==> src/rtl/hazard_forward_ctrl_if.sv <==
// hazard_forward_ctrl_if: ID-stage tags, memory/flush status and EX-stage forwarding bus for the hazard controller
// master: pipeline side, drives id_* tags, mem_busy, flush, mem_alu_result, wb_data
// slave: controller side, drives forward_a/b, rs1_sel/rs2_sel, stall_if_id, hold_back, bubble_ex, stall_cnt
interface hazard_forward_ctrl_if #(
    parameter int XLEN  = 64,
    parameter int RA_W  = 5,
    parameter int CNT_W = 32
) ();
    logic            id_valid;
    logic [RA_W-1:0] id_rs1;
    logic [RA_W-1:0] id_rs2;
    logic            id_use_rs1;
    logic            id_use_rs2;
    logic [RA_W-1:0] id_rd;
    logic            id_we;
    logic            id_is_load;
    logic            mem_busy;
    logic            flush;
    logic [XLEN-1:0] mem_alu_result;
    logic [XLEN-1:0] wb_data;
    logic            forward_a;
    logic            forward_b;
    logic [XLEN-1:0] rs1_sel;
    logic [XLEN-1:0] rs2_sel;
    logic            stall_if_id;
    logic            hold_back;
    logic            bubble_ex;
    logic [CNT_W-1:0] stall_cnt;

    modport master (
        output id_valid, id_rs1, id_rs2, id_use_rs1, id_use_rs2, id_rd, id_we, id_is_load,
        output mem_busy, flush, mem_alu_result, wb_data,
        input  forward_a, forward_b, rs1_sel, rs2_sel, stall_if_id, hold_back, bubble_ex, stall_cnt
    );

    modport slave (
        input  id_valid, id_rs1, id_rs2, id_use_rs1, id_use_rs2, id_rd, id_we, id_is_load,
        input  mem_busy, flush, mem_alu_result, wb_data,
        output forward_a, forward_b, rs1_sel, rs2_sel, stall_if_id, hold_back, bubble_ex, stall_cnt
    );
endinterface

==> src/rtl/hazard_forward_ctrl.sv <==
// hazard_forward_ctrl: load-use bubbles, memory-wait freeze, flush squash, EX bypass selection and stall counter
// clk/rst: core clock, synchronous active-high reset
// bus (slave): ID tags and status in; forward_a/b, rs1_sel/rs2_sel, stall_if_id, hold_back, bubble_ex, stall_cnt out
module hazard_forward_ctrl #(
    parameter int XLEN  = 64,
    parameter int RA_W  = 5,
    parameter int CNT_W = 32
) (
    input logic                 clk,
    input logic                 rst,
    hazard_forward_ctrl_if.slave bus
);
    typedef enum logic {RUN, MEM_WAIT} state_t;

    typedef struct packed {
        logic            v;
        logic [RA_W-1:0] rd;
        logic            we;
        logic            ld;
    } tag_t;

    typedef struct packed {
        logic [RA_W-1:0] rs1;
        logic [RA_W-1:0] rs2;
        logic            u1;
        logic            u2;
    } src_t;

    tag_t             r_ex, r_mem, r_wb, w_id;
    src_t             r_src, w_id_src;
    logic             r_flush_pend;
    logic [CNT_W-1:0] r_stall_cnt;

    state_t           w_state;
    logic             w_adv, w_flush_eff, w_lu, w_stall, w_bubble;
    logic             w_m1, w_w1, w_m2, w_w2, w_fa, w_fb;
    logic [XLEN-1:0]  w_rs1_sel, w_rs2_sel;

    // The wait state follows mem_busy in the same cycle so the freeze lands on the edge it is sampled.
    always_comb begin
        w_state     = bus.mem_busy ? MEM_WAIT : RUN;
        w_adv       = w_state == RUN;
        w_flush_eff = bus.flush | r_flush_pend;
        w_id        = '{v: bus.id_valid, rd: bus.id_rd, we: bus.id_we, ld: bus.id_is_load};
        w_id_src    = '{rs1: bus.id_rs1, rs2: bus.id_rs2, u1: bus.id_use_rs1, u2: bus.id_use_rs2};
        w_lu        = bus.id_valid & r_ex.v & r_ex.ld & r_ex.we & (r_ex.rd != '0)
                    & ((bus.id_use_rs1 & (bus.id_rs1 == r_ex.rd)) | (bus.id_use_rs2 & (bus.id_rs2 == r_ex.rd)));
        // A squashed instruction never stalls; the flush bubble covers it.
        w_stall     = !w_adv | (w_lu & !w_flush_eff);
        w_bubble    = w_adv & (w_lu | w_flush_eff);
        w_m1        = r_mem.v & r_mem.we & (r_mem.rd != '0) & r_src.u1 & (r_src.rs1 == r_mem.rd);
        w_w1        = r_wb.v & r_wb.we & (r_wb.rd != '0) & r_src.u1 & (r_src.rs1 == r_wb.rd);
        w_m2        = r_mem.v & r_mem.we & (r_mem.rd != '0) & r_src.u2 & (r_src.rs2 == r_mem.rd);
        w_w2        = r_wb.v & r_wb.we & (r_wb.rd != '0) & r_src.u2 & (r_src.rs2 == r_wb.rd);
        w_fa        = r_ex.v & (w_m1 | w_w1);
        w_fb        = r_ex.v & (w_m2 | w_w2);
        // MEM holds the younger producer, so it wins over WB.
        w_rs1_sel   = !w_fa ? '0 : w_m1 ? bus.mem_alu_result : bus.wb_data;
        w_rs2_sel   = !w_fb ? '0 : w_m2 ? bus.mem_alu_result : bus.wb_data;
    end

    always_ff @(posedge clk) begin
        if (rst) begin
            r_ex         <= '0;
            r_mem        <= '0;
            r_wb         <= '0;
            r_src        <= '0;
            r_flush_pend <= 1'b0;
            r_stall_cnt  <= '0;
        end else begin
            if (w_adv) begin
                r_wb  <= r_mem;
                r_mem <= r_ex;
                r_ex  <= (w_lu | w_flush_eff) ? '0 : w_id;
                r_src <= w_id_src;
            end
            // A flush seen during a freeze is remembered until the pipeline next moves.
            r_flush_pend <= w_adv ? 1'b0 : (r_flush_pend | bus.flush);
            if (w_stall && !(&r_stall_cnt))
                r_stall_cnt <= r_stall_cnt + CNT_W'(1);
        end
    end

    assign bus.forward_a   = w_fa;
    assign bus.forward_b   = w_fb;
    assign bus.rs1_sel     = w_rs1_sel;
    assign bus.rs2_sel     = w_rs2_sel;
    assign bus.stall_if_id = w_stall;
    assign bus.hold_back   = !w_adv;
    assign bus.bubble_ex   = w_bubble;
    assign bus.stall_cnt   = r_stall_cnt;
endmodule

==> src/flat_wrapper.sv <==
// flat-port wrapper written by rule: the top's interface ports become plain ports
module hazard_forward_ctrl_flat 
#(
    parameter int XLEN  = 64,
    parameter int RA_W  = 5,
    parameter int CNT_W = 32
)
  (clk, rst, bus_id_valid, bus_id_rs1, bus_id_rs2, bus_id_use_rs1, bus_id_use_rs2, bus_id_rd, bus_id_we, bus_id_is_load, bus_mem_busy, bus_flush, bus_mem_alu_result, bus_wb_data, bus_forward_a, bus_forward_b, bus_rs1_sel, bus_rs2_sel, bus_stall_if_id, bus_hold_back, bus_bubble_ex, bus_stall_cnt);
  hazard_forward_ctrl_if #(.XLEN(XLEN), .RA_W(RA_W), .CNT_W(CNT_W)) bus_i ();
  input logic clk;
  input logic rst;
  input wire logic [$bits(bus_i.id_valid)-1:0] bus_id_valid;
  input wire logic [$bits(bus_i.id_rs1)-1:0] bus_id_rs1;
  input wire logic [$bits(bus_i.id_rs2)-1:0] bus_id_rs2;
  input wire logic [$bits(bus_i.id_use_rs1)-1:0] bus_id_use_rs1;
  input wire logic [$bits(bus_i.id_use_rs2)-1:0] bus_id_use_rs2;
  input wire logic [$bits(bus_i.id_rd)-1:0] bus_id_rd;
  input wire logic [$bits(bus_i.id_we)-1:0] bus_id_we;
  input wire logic [$bits(bus_i.id_is_load)-1:0] bus_id_is_load;
  input wire logic [$bits(bus_i.mem_busy)-1:0] bus_mem_busy;
  input wire logic [$bits(bus_i.flush)-1:0] bus_flush;
  input wire logic [$bits(bus_i.mem_alu_result)-1:0] bus_mem_alu_result;
  input wire logic [$bits(bus_i.wb_data)-1:0] bus_wb_data;
  output wire logic [$bits(bus_i.forward_a)-1:0] bus_forward_a;
  output wire logic [$bits(bus_i.forward_b)-1:0] bus_forward_b;
  output wire logic [$bits(bus_i.rs1_sel)-1:0] bus_rs1_sel;
  output wire logic [$bits(bus_i.rs2_sel)-1:0] bus_rs2_sel;
  output wire logic [$bits(bus_i.stall_if_id)-1:0] bus_stall_if_id;
  output wire logic [$bits(bus_i.hold_back)-1:0] bus_hold_back;
  output wire logic [$bits(bus_i.bubble_ex)-1:0] bus_bubble_ex;
  output wire logic [$bits(bus_i.stall_cnt)-1:0] bus_stall_cnt;
  assign bus_i.id_valid = bus_id_valid;
  assign bus_i.id_rs1 = bus_id_rs1;
  assign bus_i.id_rs2 = bus_id_rs2;
  assign bus_i.id_use_rs1 = bus_id_use_rs1;
  assign bus_i.id_use_rs2 = bus_id_use_rs2;
  assign bus_i.id_rd = bus_id_rd;
  assign bus_i.id_we = bus_id_we;
  assign bus_i.id_is_load = bus_id_is_load;
  assign bus_i.mem_busy = bus_mem_busy;
  assign bus_i.flush = bus_flush;
  assign bus_i.mem_alu_result = bus_mem_alu_result;
  assign bus_i.wb_data = bus_wb_data;
  assign bus_forward_a = bus_i.forward_a;
  assign bus_forward_b = bus_i.forward_b;
  assign bus_rs1_sel = bus_i.rs1_sel;
  assign bus_rs2_sel = bus_i.rs2_sel;
  assign bus_stall_if_id = bus_i.stall_if_id;
  assign bus_hold_back = bus_i.hold_back;
  assign bus_bubble_ex = bus_i.bubble_ex;
  assign bus_stall_cnt = bus_i.stall_cnt;
  hazard_forward_ctrl #(.XLEN(XLEN), .RA_W(RA_W), .CNT_W(CNT_W)) u_core (.clk(clk), .rst(rst), .bus(bus_i));
endmodule
==> config.mk <==
export PLATFORM = sky130hd
export DESIGN_NAME = hazard_forward_ctrl_flat
export DESIGN_NICKNAME = d
export VERILOG_FILES = /design/src/rtl/hazard_forward_ctrl_if.sv /design/src/rtl/hazard_forward_ctrl.sv /design/src/flat_wrapper.sv
export SDC_FILE = /design/constraint.sdc
export NUM_CORES = 1
export LEC_CHECK = 0
export CELL_PAD_IN_SITES_DETAIL_PLACEMENT = 1
export CELL_PAD_IN_SITES_GLOBAL_PLACEMENT = 1
export CORE_MARGIN = 1
export CORE_UTILIZATION = 27
export CTS_CLUSTER_DIAMETER = 200
export DETAILED_ROUTE_END_ITERATION = 10
export MAX_ROUTING_LAYER = met4
export PLACE_DENSITY_LB_ADDON = 0.1
export SLEW_MARGIN = 20
export SYNTH_ARGS = -nofsm -noshare
export SYNTH_HDL_FRONTEND = slang
export SYNTH_SLANG_ARGS = --single-unit
==> constraint.sdc <==
create_clock -name clk -period 5.7 [get_ports clk]
set_clock_uncertainty 0.15 [all_clocks]
set_input_delay 1.425 -clock clk [delete_from_list [all_inputs] [get_ports clk]]
set_output_delay 1.425 -clock clk [all_outputs]
set_load 0.005 [all_outputs]
==> results_dict.tcl <==
set metrics [dict create \
    status "finished, final reports clean" \
    yosysWarnings 0 \
    pin_count 317 \
    cp_max_fo 6 \
    synth_top_area_share 0.261 \
    first_pass_iters 4 \
    finalMaxSlewViolations 0 \
    cts-root-buf "clkbuf_16" \
    hp-class "reg2reg" \
    cts_tree "yes" \
    hpwl_um 17800 \
    initial_utilization 0.275 \
    grt.met2_usage 0.412 \
    syn2layout_area_growth_pct 73.0 \
    maxCapViolCount 0 \
    design_area_sq_mm 0.00890 \
    overflow 0 \
    pwr_density_cell_mw_per_mm2 163 \
    cts-buffers-inserted 9 \
    dieArea_sq_mm 0.0196 \
    met3_usage 0.0492 \
    crit_arrival_ps 3360 \
    fin_crit_sh 0.866 \
    die_x_um 140 \
    synth_area_per_cell_sq_um 7.10 \
    synth_common_cells "nand2_1, nor2_1, mux2i_1, a21oi_1, dfxtp_1" \
    drt-total-wl_um 23600 \
    clk_pin_slew_ps 60 \
    vias 6212 \
    rsz0062_at_grt "no" \
    grt_pass1_wl_um 36300 \
    synth_area_leaders "dfxtp_1, mux2i_1, nand2_1" \
    ys.flop_type "dfxtp_1" \
    min_period_ps 4940 \
    antenna_found_initial 2 \
    insertion_delay_ps 330 \
    synth_top_cell_by_area "dfxtp_1" \
    cts_setup_buffers 0 \
    cts_hold_buf 0 \
    slew_headroom 0.485 \
    cts_resized 0 \
    ys_seq_area_frac 0.261 \
    start_kind "input pin" \
    layout-drive-gt1-share 0.0512 \
    setup_tns_ps 0 \
    nets 1163 \
    cts_num_sinks 67 \
    grt_max_degree 66 \
    port_buffers 316 \
    routed_via_density 4.97 \
    drtIter0Drc 238 \
    htreeDepth 3 \
    rows 50 \
    gr-max-usage-layer "met2" \
    yosysUniqueCellTypes 46 \
    finalSetupViolCount 0 \
    synth_seq_cells 67 \
    end_kind "primary output" \
    place_area_sq_mm 0.00850 \
    critPathRequiredTime_ps 4120 \
    grt_pass1_vias 6285 \
    syn_nets 877 \
    tightest_slew_ps 772 \
    synth.most_common_cell "nand2_1" \
    synth-edff-count 0 \
    postRouteAntennaNets 0 \
    ir_drop_uv 173 \
    synth_area_sq_mm 0.00514 \
    p_leak_uw 0.00312 \
    fmax_mhz 203 \
    drc 0 \
    hold_violations 0 \
    post_drt_wl_per_cell_um 18.9 \
    met1_usage 0.283 \
    core_area_sq_mm 0.0187 \
    chipHeight_um 140 \
    clk_path_buf_depth 2 \
    criticalPathCategory "in2out" \
    async_flop_share 0 \
    netlist_instances 724 \
    grtUsageTotal 0.243 \
    gp_congestion 0.814 \
]
==> cells in the final DEF, fill, tap and decap left out, drive strengths merged, types with 6 or more instances in the layout <==
master         count
dfxtp             67
nand4             17
clkbuf            11
nand2            148
or4                9
o21ai             11
mux2i             91
xnor2             32
nor3              11
nor4               6
mux2               7
a21oi             83
nand3              9
o31ai              7
or3               11
nor2             116
buf               10
clkdlybuf4s50    314
a22o               8
inv                9
==> path summary, 6_finish.rpt <==
kind / from / slack (ps) / depth (start not counted) / end
hold reg to reg: u_core.bus.stall_cnt[15] / 350 / 2 / u_core.bus.stall_cnt[15]
setup reg to reg: u_core.r_ex[4] / 2920 / 6 / u_core.bus.stall_cnt[20]
setup / recovery: bus_id_rs2[1] / 760 / 6 / bus_stall_if_id
hold / removal: u_core.bus.stall_cnt[15] / 350 / 2 / u_core.bus.stall_cnt[15]
==> cell families (layout without fill, tap and decap cells) <==
kind of cell	after synthesis	count (layout)	share of synthesized area
buffers and inverters	58	349	0.0511
other	0	2	0
flip-flops	67	67	0.261
adder cells (fa/ha/maj)	1	1	0.00243
XOR/XNOR	36	36	0.0613
AND/OR/NAND/NOR	346	346	0.299
AO/OA/AOI/OAI	118	118	0.133
multiplexers	98	98	0.192
==> registers in the layout, indices dropped and copies added, names as in the netlist <==
name and flops:
u_core.bus.stall_cnt 32, u_core.r_src 12, u_core.r_ex 8, u_core.r_mem 7, u_core.r_wb 7, u_core.r_flush_pend 1
==> per-stage QoR <==
step	std cells	util	power, uW	hold WS [ps]	setup WS (ps)
after floorplan	724	-	576	300	1710
after global placement	1233	0.454	715	315	778
after detailed placement	1233	0.454	717	325	759
after CTS	1249	0.475	1460	359	745
after global routing	1251	0.476	1500	385	647
final	1251	0.476	1450	354	765
==> area by class of cell <==
type	count	area, sq um
flip-flops and latches	67	1340
well taps	234	293
clock buffers	10	239
clock inverters	6	159
repair buffers	325	3260
diodes	2	5.00
inverters	8	30.0
fillers	2280	9810
multi-input cells	599	3570
==> critical path, cell delays in order <==
cell and delay (ps):
clkdlybuf4s50_1 500, xnor2_1 130, nand4_1 220, o22ai_1 290, a31o_2 270, clkdlybuf4s50_1 520
==> power breakdown <==
group	switching (uW)	internal, uW	leakage [uW]
sequential	14.1	478	0.000543
combinational	79.9	135	0.00239
clock	213	529	0.000193
total	307	1140	0.00312
==> layer usage <==
layer	wire length (um)	up-vias
li1	-	3066
met1	10100	2931
met2	11600	180
met3	1290	35
met4	622	0
met5	0	-
No activity file was read; power rests on OpenSTA's default activity.
